<file path="config.mk">
export PLATFORM = sky130hd
export DESIGN_NAME = etapa_decodificacion
export DESIGN_NICKNAME = d
export VERILOG_FILES = /design/src/rtl/etapa_decodificacion_pkg.sv /design/src/rtl/etapa_decodificacion_inmediato.sv /design/src/rtl/etapa_decodificacion.sv
export SDC_FILE = /design/constraint.sdc
export NUM_CORES = 1
export LEC_CHECK = 0
export CORE_MARGIN = 8
export CORE_UTILIZATION = 30
export CTS_BUF_LIST = sky130_fd_sc_hd__clkbuf_16
export DETAILED_ROUTE_END_ITERATION = 10
export MAX_ROUTING_LAYER = met4
export PLACE_DENSITY = 0.59
export SLEW_MARGIN = 10
export SYNTH_ARGS = -nofsm -noshare
export SYNTH_HDL_FRONTEND = slang
export SYNTH_HIERARCHICAL = 1
export SYNTH_SLANG_ARGS = --single-unit
</file>
<file path="constraint.sdc">
create_clock -name clk -period 3.1 [get_ports clk]
set_input_delay 0.62 -clock clk [delete_from_list [all_inputs] [get_ports clk]]
set_output_delay 0.62 -clock clk [all_outputs]
set_load 0.05 [all_outputs]
</file>
<file path="src/rtl/etapa_decodificacion_pkg.sv">
// +----------------------------------------------------------------------------+
// | isa_pkg : RV32I opcodes, immediate kinds and default widths for decode.    |
// | Revision: 1.0                                                              |
// +----------------------------------------------------------------------------+
`default_nettype none

package isa_pkg;

  localparam int ANCHO_DEF     = 32;
  localparam int ANCHO_DIR_DEF = 5;

  localparam logic [6:0] OP     = 7'b0110011;
  localparam logic [6:0] OP_IMM = 7'b0010011;
  localparam logic [6:0] LOAD   = 7'b0000011;
  localparam logic [6:0] STORE  = 7'b0100011;
  localparam logic [6:0] BRANCH = 7'b1100011;
  localparam logic [6:0] JAL    = 7'b1101111;
  localparam logic [6:0] JALR   = 7'b1100111;
  localparam logic [6:0] LUI    = 7'b0110111;
  localparam logic [6:0] AUIPC  = 7'b0010111;

  typedef enum logic [2:0] {
    INM_I,
    INM_S,
    INM_B,
    INM_U,
    INM_J,
    INM_NINGUNO
  } tipo_inm_t;

endpackage

`default_nettype wire

</file>
<file path="src/rtl/etapa_decodificacion_inmediato.sv">
// +----------------------------------------------------------------------------+
// | decodificador_inmediato : opcode -> immediate format, value, source usage. |
// | Revision: 1.0                                                              |
// +----------------------------------------------------------------------------+
`default_nettype none

module decodificador_inmediato
  import isa_pkg::*;
(
  input  logic [31:0] instr_i,
  output tipo_inm_t   tipo_o,
  output logic [31:0] imm_o,
  output logic        usa_rs1_o,
  output logic        usa_rs2_o
);

  logic [6:0] w_opcode;
  assign w_opcode = instr_i[6:0];

  always_comb begin
    tipo_o    = INM_NINGUNO;
    usa_rs1_o = 1'b1;
    usa_rs2_o = 1'b0;
    case (w_opcode)
      OP:                 usa_rs2_o = 1'b1;
      OP_IMM, LOAD, JALR: tipo_o    = INM_I;
      STORE: begin
        tipo_o    = INM_S;
        usa_rs2_o = 1'b1;
      end
      BRANCH: begin
        tipo_o    = INM_B;
        usa_rs2_o = 1'b1;
      end
      LUI, AUIPC: begin
        tipo_o    = INM_U;
        usa_rs1_o = 1'b0;
      end
      JAL: begin
        tipo_o    = INM_J;
        usa_rs1_o = 1'b0;
      end
      default: ;
    endcase
  end

  always_comb begin
    imm_o = '0;
    case (tipo_o)
      INM_I: imm_o = {{20{instr_i[31]}}, instr_i[31:20]};
      INM_S: imm_o = {{20{instr_i[31]}}, instr_i[31:25], instr_i[11:7]};
      INM_B: imm_o = {{19{instr_i[31]}}, instr_i[31], instr_i[7],
                      instr_i[30:25], instr_i[11:8], 1'b0};
      INM_U: imm_o = {instr_i[31:12], 12'b0};
      INM_J: imm_o = {{11{instr_i[31]}}, instr_i[31], instr_i[19:12],
                      instr_i[20], instr_i[30:21], 1'b0};
      default: imm_o = '0;
    endcase
  end

endmodule

`default_nettype wire

</file>
<file path="src/rtl/etapa_decodificacion.sv">
// +----------------------------------------------------------------------------+
// | etapa_decodificacion : RV32I decode / operand fetch with ID/EX register.   |
// | Revision: 1.0                                                              |
// +----------------------------------------------------------------------------+
`default_nettype none

module etapa_decodificacion
  import isa_pkg::*;
#(
  parameter int ANCHO     = ANCHO_DEF,
  parameter int ANCHO_DIR = ANCHO_DIR_DEF
) (
  input  logic                 clk,
  input  logic                 rst_n,
  input  logic                 in_valid,
  output logic                 in_ready,
  input  logic [ANCHO-1:0]     in_instr,
  input  logic [ANCHO-1:0]     in_pc,
  input  logic                 flush,
  output logic [ANCHO_DIR-1:0] DL1,
  output logic [ANCHO_DIR-1:0] DL2,
  input  logic [ANCHO-1:0]     Op1,
  input  logic [ANCHO-1:0]     Op2,
  input  logic                 wb_we,
  input  logic [ANCHO_DIR-1:0] wb_de,
  input  logic [ANCHO-1:0]     wb_dato,
  input  logic                 ex_load,
  input  logic [ANCHO_DIR-1:0] ex_rd,
  output logic                 out_valid,
  input  logic                 out_ready,
  output logic [ANCHO-1:0]     out_op1,
  output logic [ANCHO-1:0]     out_op2,
  output logic [ANCHO-1:0]     out_imm,
  output logic [ANCHO_DIR-1:0] out_rd,
  output logic                 out_rd_we,
  output logic [6:0]           out_opcode,
  output logic [2:0]           out_funct3,
  output logic                 out_funct7b5,
  output logic [ANCHO-1:0]     out_pc
);

  logic [ANCHO_DIR-1:0] rs1, rs2, rd;
  logic [6:0]           opcode;
  tipo_inm_t            tipo;
  logic [ANCHO-1:0]     imm;
  logic                 usa_rs1, usa_rs2;
  logic                 hazard, accept;

  logic [ANCHO-1:0]     op1_d, op2_d;
  logic                 rd_we_d;

  logic                 valid_q;
  logic [ANCHO-1:0]     op1_q, op2_q, imm_q, pc_q;
  logic [ANCHO_DIR-1:0] rd_q;
  logic                 rd_we_q;
  logic [6:0]           opcode_q;
  logic [2:0]           funct3_q;
  logic                 funct7b5_q;

  assign rs1    = in_instr[19:15];
  assign rs2    = in_instr[24:20];
  assign rd     = in_instr[11:7];
  assign opcode = in_instr[6:0];
  assign DL1    = rs1;
  assign DL2    = rs2;

  decodificador_inmediato u_inm (
    .instr_i   (in_instr),
    .tipo_o    (tipo),
    .imm_o     (imm),
    .usa_rs1_o (usa_rs1),
    .usa_rs2_o (usa_rs2)
  );

  // x0 wins over the bypass so a write-back to x0 can never leak a value
  always_comb begin
    op1_d = Op1;
    if (rs1 == '0)                  op1_d = '0;
    else if (wb_we && wb_de == rs1) op1_d = wb_dato;
    op2_d = Op2;
    if (rs2 == '0)                  op2_d = '0;
    else if (wb_we && wb_de == rs2) op2_d = wb_dato;
  end

  assign rd_we_d = (rd != '0) &&
                   ((opcode == OP) || (tipo == INM_I) ||
                    (tipo == INM_U) || (tipo == INM_J));

  assign hazard = ex_load && (ex_rd != '0) &&
                  ((usa_rs1 && rs1 == ex_rd) || (usa_rs2 && rs2 == ex_rd));

  assign in_ready = (!valid_q || out_ready) && !hazard;
  assign accept   = in_valid && in_ready;

  always_ff @(posedge clk or negedge rst_n) begin
    if (!rst_n) begin
      valid_q    <= 1'b0;
      op1_q      <= '0;
      op2_q      <= '0;
      imm_q      <= '0;
      pc_q       <= '0;
      rd_q       <= '0;
      rd_we_q    <= 1'b0;
      opcode_q   <= '0;
      funct3_q   <= '0;
      funct7b5_q <= 1'b0;
    end else if (flush) begin
      valid_q <= 1'b0;
    end else if (accept) begin
      valid_q    <= 1'b1;
      op1_q      <= op1_d;
      op2_q      <= op2_d;
      imm_q      <= imm;
      pc_q       <= in_pc;
      rd_q       <= rd;
      rd_we_q    <= rd_we_d;
      opcode_q   <= opcode;
      funct3_q   <= in_instr[14:12];
      funct7b5_q <= in_instr[30];
    end else if (out_ready && valid_q) begin
      valid_q <= 1'b0;
    end
  end

  assign out_valid    = valid_q;
  assign out_op1      = op1_q;
  assign out_op2      = op2_q;
  assign out_imm      = imm_q;
  assign out_pc       = pc_q;
  assign out_rd       = rd_q;
  assign out_rd_we    = rd_we_q;
  assign out_opcode   = opcode_q;
  assign out_funct3   = funct3_q;
  assign out_funct7b5 = funct7b5_q;

endmodule

`default_nettype wire

</file>
==> run_results.csv, run 1 <==
group,metric,value,unit
status,status,"finished clean",
yosys,synthArstFlopShare,100,%
yosys,synthAdderAreaFrac,0,%
pwr,switchingPower,0.00276,W
clock_network,cts_tree,"done",
place,gp_congestion,0.830,
pwr,power_density,595,mW/mm²
place,dp_hpwl,21900,µm
yosys,syn-cell-area,0.00767,mm²
worst_setup_path,required,2.48,ns
floorplanning,die_w,176,µm
clock_network,cts_sinks,146,
pwr,swShare,37.9,%
sta,finalCriticalPeriod,3.00,ns
sta,setup_viol_count_final,0,
flow_run,cap_viol_max_count,0,
floorplanning,coreArea,0.0251,mm²
yosys,yosys-top-cells-area,"dfrtp_1, mux2_2, mux2_4",
layout,area_growth,59.6,%
yosys,synth_nets,867,
sta,finalSetupTns,0,ns
drt,via_count,6874,
drt,route.detailed.drc,0,
pwr,ir_drop,308,µV
yosys,synthMostInstantiatedCell,"dfrtp_1",
yosys,ys_seq_elements,146,
pwr,clockPowerShare,29.1,%
clock_network,ctsHoldBuffers,0,
worst_setup_path,crit_path_max_fanout,3,
sta,worst_pin_slew,0.746,ns
floorplanning,chipHeight,176,µm
yosys,ys.flop_type,"dfrtp_1",
yosys,synth_compound_area_share,10.7,%
drt,viasPerCell,5.00,
sta,max_slew_margin,50.3,%
sta,maxSlewViolCount,0,
sta,finalClockSkew,0.0107,ns
worst_setup_path,arrival,2.38,ns
yosys,synth_edf_count,0,
pwr,p_leak,4.96,nW
global_routing,antenna_found_initial,3,
clock_network,postCtsSetupRepairBufs,0,
clock_network,cts_htree_levels,4,
clock_network,worstSkewPairLatency,0.42,ns
pwr,intPower,0.00452,W
yosys,ys_seq_area_share,47.6,%
yosys,synthMuxAreaShare,23.9,%
layout,layout-drive-gt1-share,24.4,%
clock_network,root_buffer,"clkbuf_16",
worst_setup_path,end_kind,"primary output",
yosys,synthTopCellsByCount,"dfrtp_1, mux2_2, a21oi_1, nand3_1, o21ai_0",
global_routing,overflow,0,
sta,post-route-period-util,96.8,%
sta,fmax,333,MHz
global_routing,grt_pass1_vias,7441,
layout,seqCellArea,0.00365,mm²
clock_network,path_clk_slew,0.07,ns
sta,rsz0062_at_grt,"false",
yosys,synth_top_family_by_area,"multiplexers",
global_routing,grt_pass1_wl,44800,µm
floorplanning,start_util,30.5,%
sta,fin_ws,0.100,ns
yosys,synth_top_area_share,47.6,%
yosys,synthCells,690,
place,io_buffer_count,333,
drt,drtPass1Iterations,5,
clock_network,clockBufferDepth,2,
worst_setup_path,worstSetupStartpointType,"input port",
drt,detail_route.iter0.violations,460,
sta,hold_violations,0,
floorplanning,boundaryPins,334,
drt,ant_nets,0,
layout,fin_nets,1206,
worst_hold_path,min_path_type,"in2async",
yosys,synth-xor-area-share,2.28,%
yosys,synth_cell_types,40,
place,dp_slack,-0.104,ns
drt,wl,29500,µm
yosys,synthSimpleGateAreaFrac,10.3,%
layout,multi_input_area,0.00367,mm²
global_routing,grt_max_degree,70,
floorplanning,dieArea,0.0309,mm²
pwr,p_seq_share,32.5,%
layout,fillers,2358,
floorplanning,num_rows,58,
clock_network,numCtsBuffers,17,
global_routing,track_usage,19.2,%
yosys,postSynthAreaPerCell,11.1,µm²
drt,routedWlPerCell,21.5,µm
yosys,yosys_warnings,6,
worst_setup_path,critPathKind,"in2out",
pwr,pwr-share-comb,38.4,%
yosys,yosysTopAreaCell,"dfrtp_1",
==> metrics by stage <==
stage               power, W  instance area [µm²]  std cells  hold WS [ns]  util, %
floorplan            0.00402                 7670        690         0.324        -
global placement     0.00520                11600       1340         0.489     46.3
detailed placement   0.00521                11600       1340         0.493     46.3
CTS                  0.00738                12200       1372         0.232     48.6
global route         0.00758                12200       1375         0.236     48.7
finish               0.00728                12200       1375         0.182     48.7
==> critical path, cell delays in order <==
cell and delay [ns]:
clkdlybuf4s50_1 0.41, nand3b_2 0.22, or3_4 0.39, nor2b_1 0.14
nand2_1 0.11, o22ai_4 0.10, a31oi_2 0.21, buf_6 0.19
==> final timing paths <==
| path | depth (start not counted) | endpoint | startpoint | slack (ns) |
|---|---|---|---|---|
| hold / removal | 1 | out_opcode[3]$_DFFE_PN0P_ | rst_n | 0.18 |
| max in group asynchronous | 2 | out_op2[26]$_DFFE_PN0P_ | rst_n | 2.02 |
| setup reg to reg | 6 | out_op1[25]$_DFFE_PN0P_ | out_valid$_DFFE_PN0P_ | 1.15 |
| hold reg to reg | 1 | out_op1[28]$_DFFE_PN0P_ | out_op1[28]$_DFFE_PN0P_ | 0.51 |
| setup / recovery | 8 | in_ready | in_instr[4] | 0.10 |
| min in group clk | 1 | out_op1[28]$_DFFE_PN0P_ | out_op1[28]$_DFFE_PN0P_ | 0.51 |
==> sequential cells by signal, summed over array words and instances, names as in the netlist <==
signal / count
out_opcode: 7
out_op1: 32
out_rd_we: 1
out_pc: 32
out_op2: 32
out_imm: 32
out_rd: 5
out_funct3: 3
out_funct7b5: 1
out_valid: 1
==> cell families after synthesis <==
kind of cell | after synthesis
muxes | 146
xor gates and xnor gates | 20
AOI/OAI and AO/OA | 155
and+or+nand+nor | 154
DFF | 146
buffers and inverters | 69
==> metal layers <==
layer | part of all wire (%) | wire length, µm | up-vias | GRT usage (%)
met5 | 0 | 0 | - | -
met4 | 1.6 | 474 | 0 | 5.02
met3 | 9.1 | 2670 | 30 | 7.13
met2 | 46 | 13700 | 318 | 29.5
met1 | 43 | 12700 | 3392 | 23.4
li1 | - | - | 3134 | -
==> placed cells by master (no fill, tap or decap), types with 2 or more instances in the layout <==
cell type	count
clkdlybuf4s50_1	322
dfrtp_1	146
mux2_2	95
a21oi_1	75
nand3_1	74
o21ai_0	67
mux2_4	50
buf_4	48
nand2_1	39
xnor2_1	20
clkbuf_16	17
buf_12	14
and2_1	8
inv_6	6
nor2_1	4
nand4_1	4
clkinvlp_4	4
a22o_1	4
diode_2	3
nor2b_1	3
inv_1	3
nor3_1	2
and4_1	2
or4_1	2
nor2_2	2
or3_1	2
inv_8	2
bufinv_16	2
buf_6	2
and3b_2	2
==> what timing repair did <==
| item | 4_1_cts | 5_1_grt |
|---|---|---|
| setup endpoints to repair | 1 | 1 |
| pin swaps | 1 | 1 |
| resized for setup | 1 | 3 |
==> power groups by stage <==
stage               Combinational (W)  Sequential, W  Clock, W
global route                  0.00292        0.00240   0.00226
finish                        0.00280        0.00236   0.00212
detailed placement            0.00281        0.00239         0
floorplan                    0.000586        0.00343         0
CTS                           0.00283        0.00237   0.00218
global placement              0.00280        0.00239         0
==> final cells by class <==
type                    instances  share of cell area, %
repair buffers                386                   31.8
multi-input cells             475                   30.0
flip-flops and latches        146                   29.9
clock buffers                  17                   3.48
well taps                     330                   3.37
clock inverters                15                   1.39
inverters                       3                 0.0920
diodes                          3                 0.0613
Note: power is estimated with default switching activity, not from simulation.
==> run 2, diff against run 1 <==
--- a/config.mk
+++ b/config.mk
@@ -11,7 +11,7 @@
 export DETAILED_ROUTE_END_ITERATION = 10
 export MAX_ROUTING_LAYER = met4
 export PLACE_DENSITY = 0.59
-export SLEW_MARGIN = 10
+export SLEW_MARGIN = 20
 export SYNTH_ARGS = -nofsm -noshare
 export SYNTH_HDL_FRONTEND = slang
 export SYNTH_HIERARCHICAL = 1
==> results of run 2 <==
No change in the layout: final DEF, timing and power equal those of run 1.
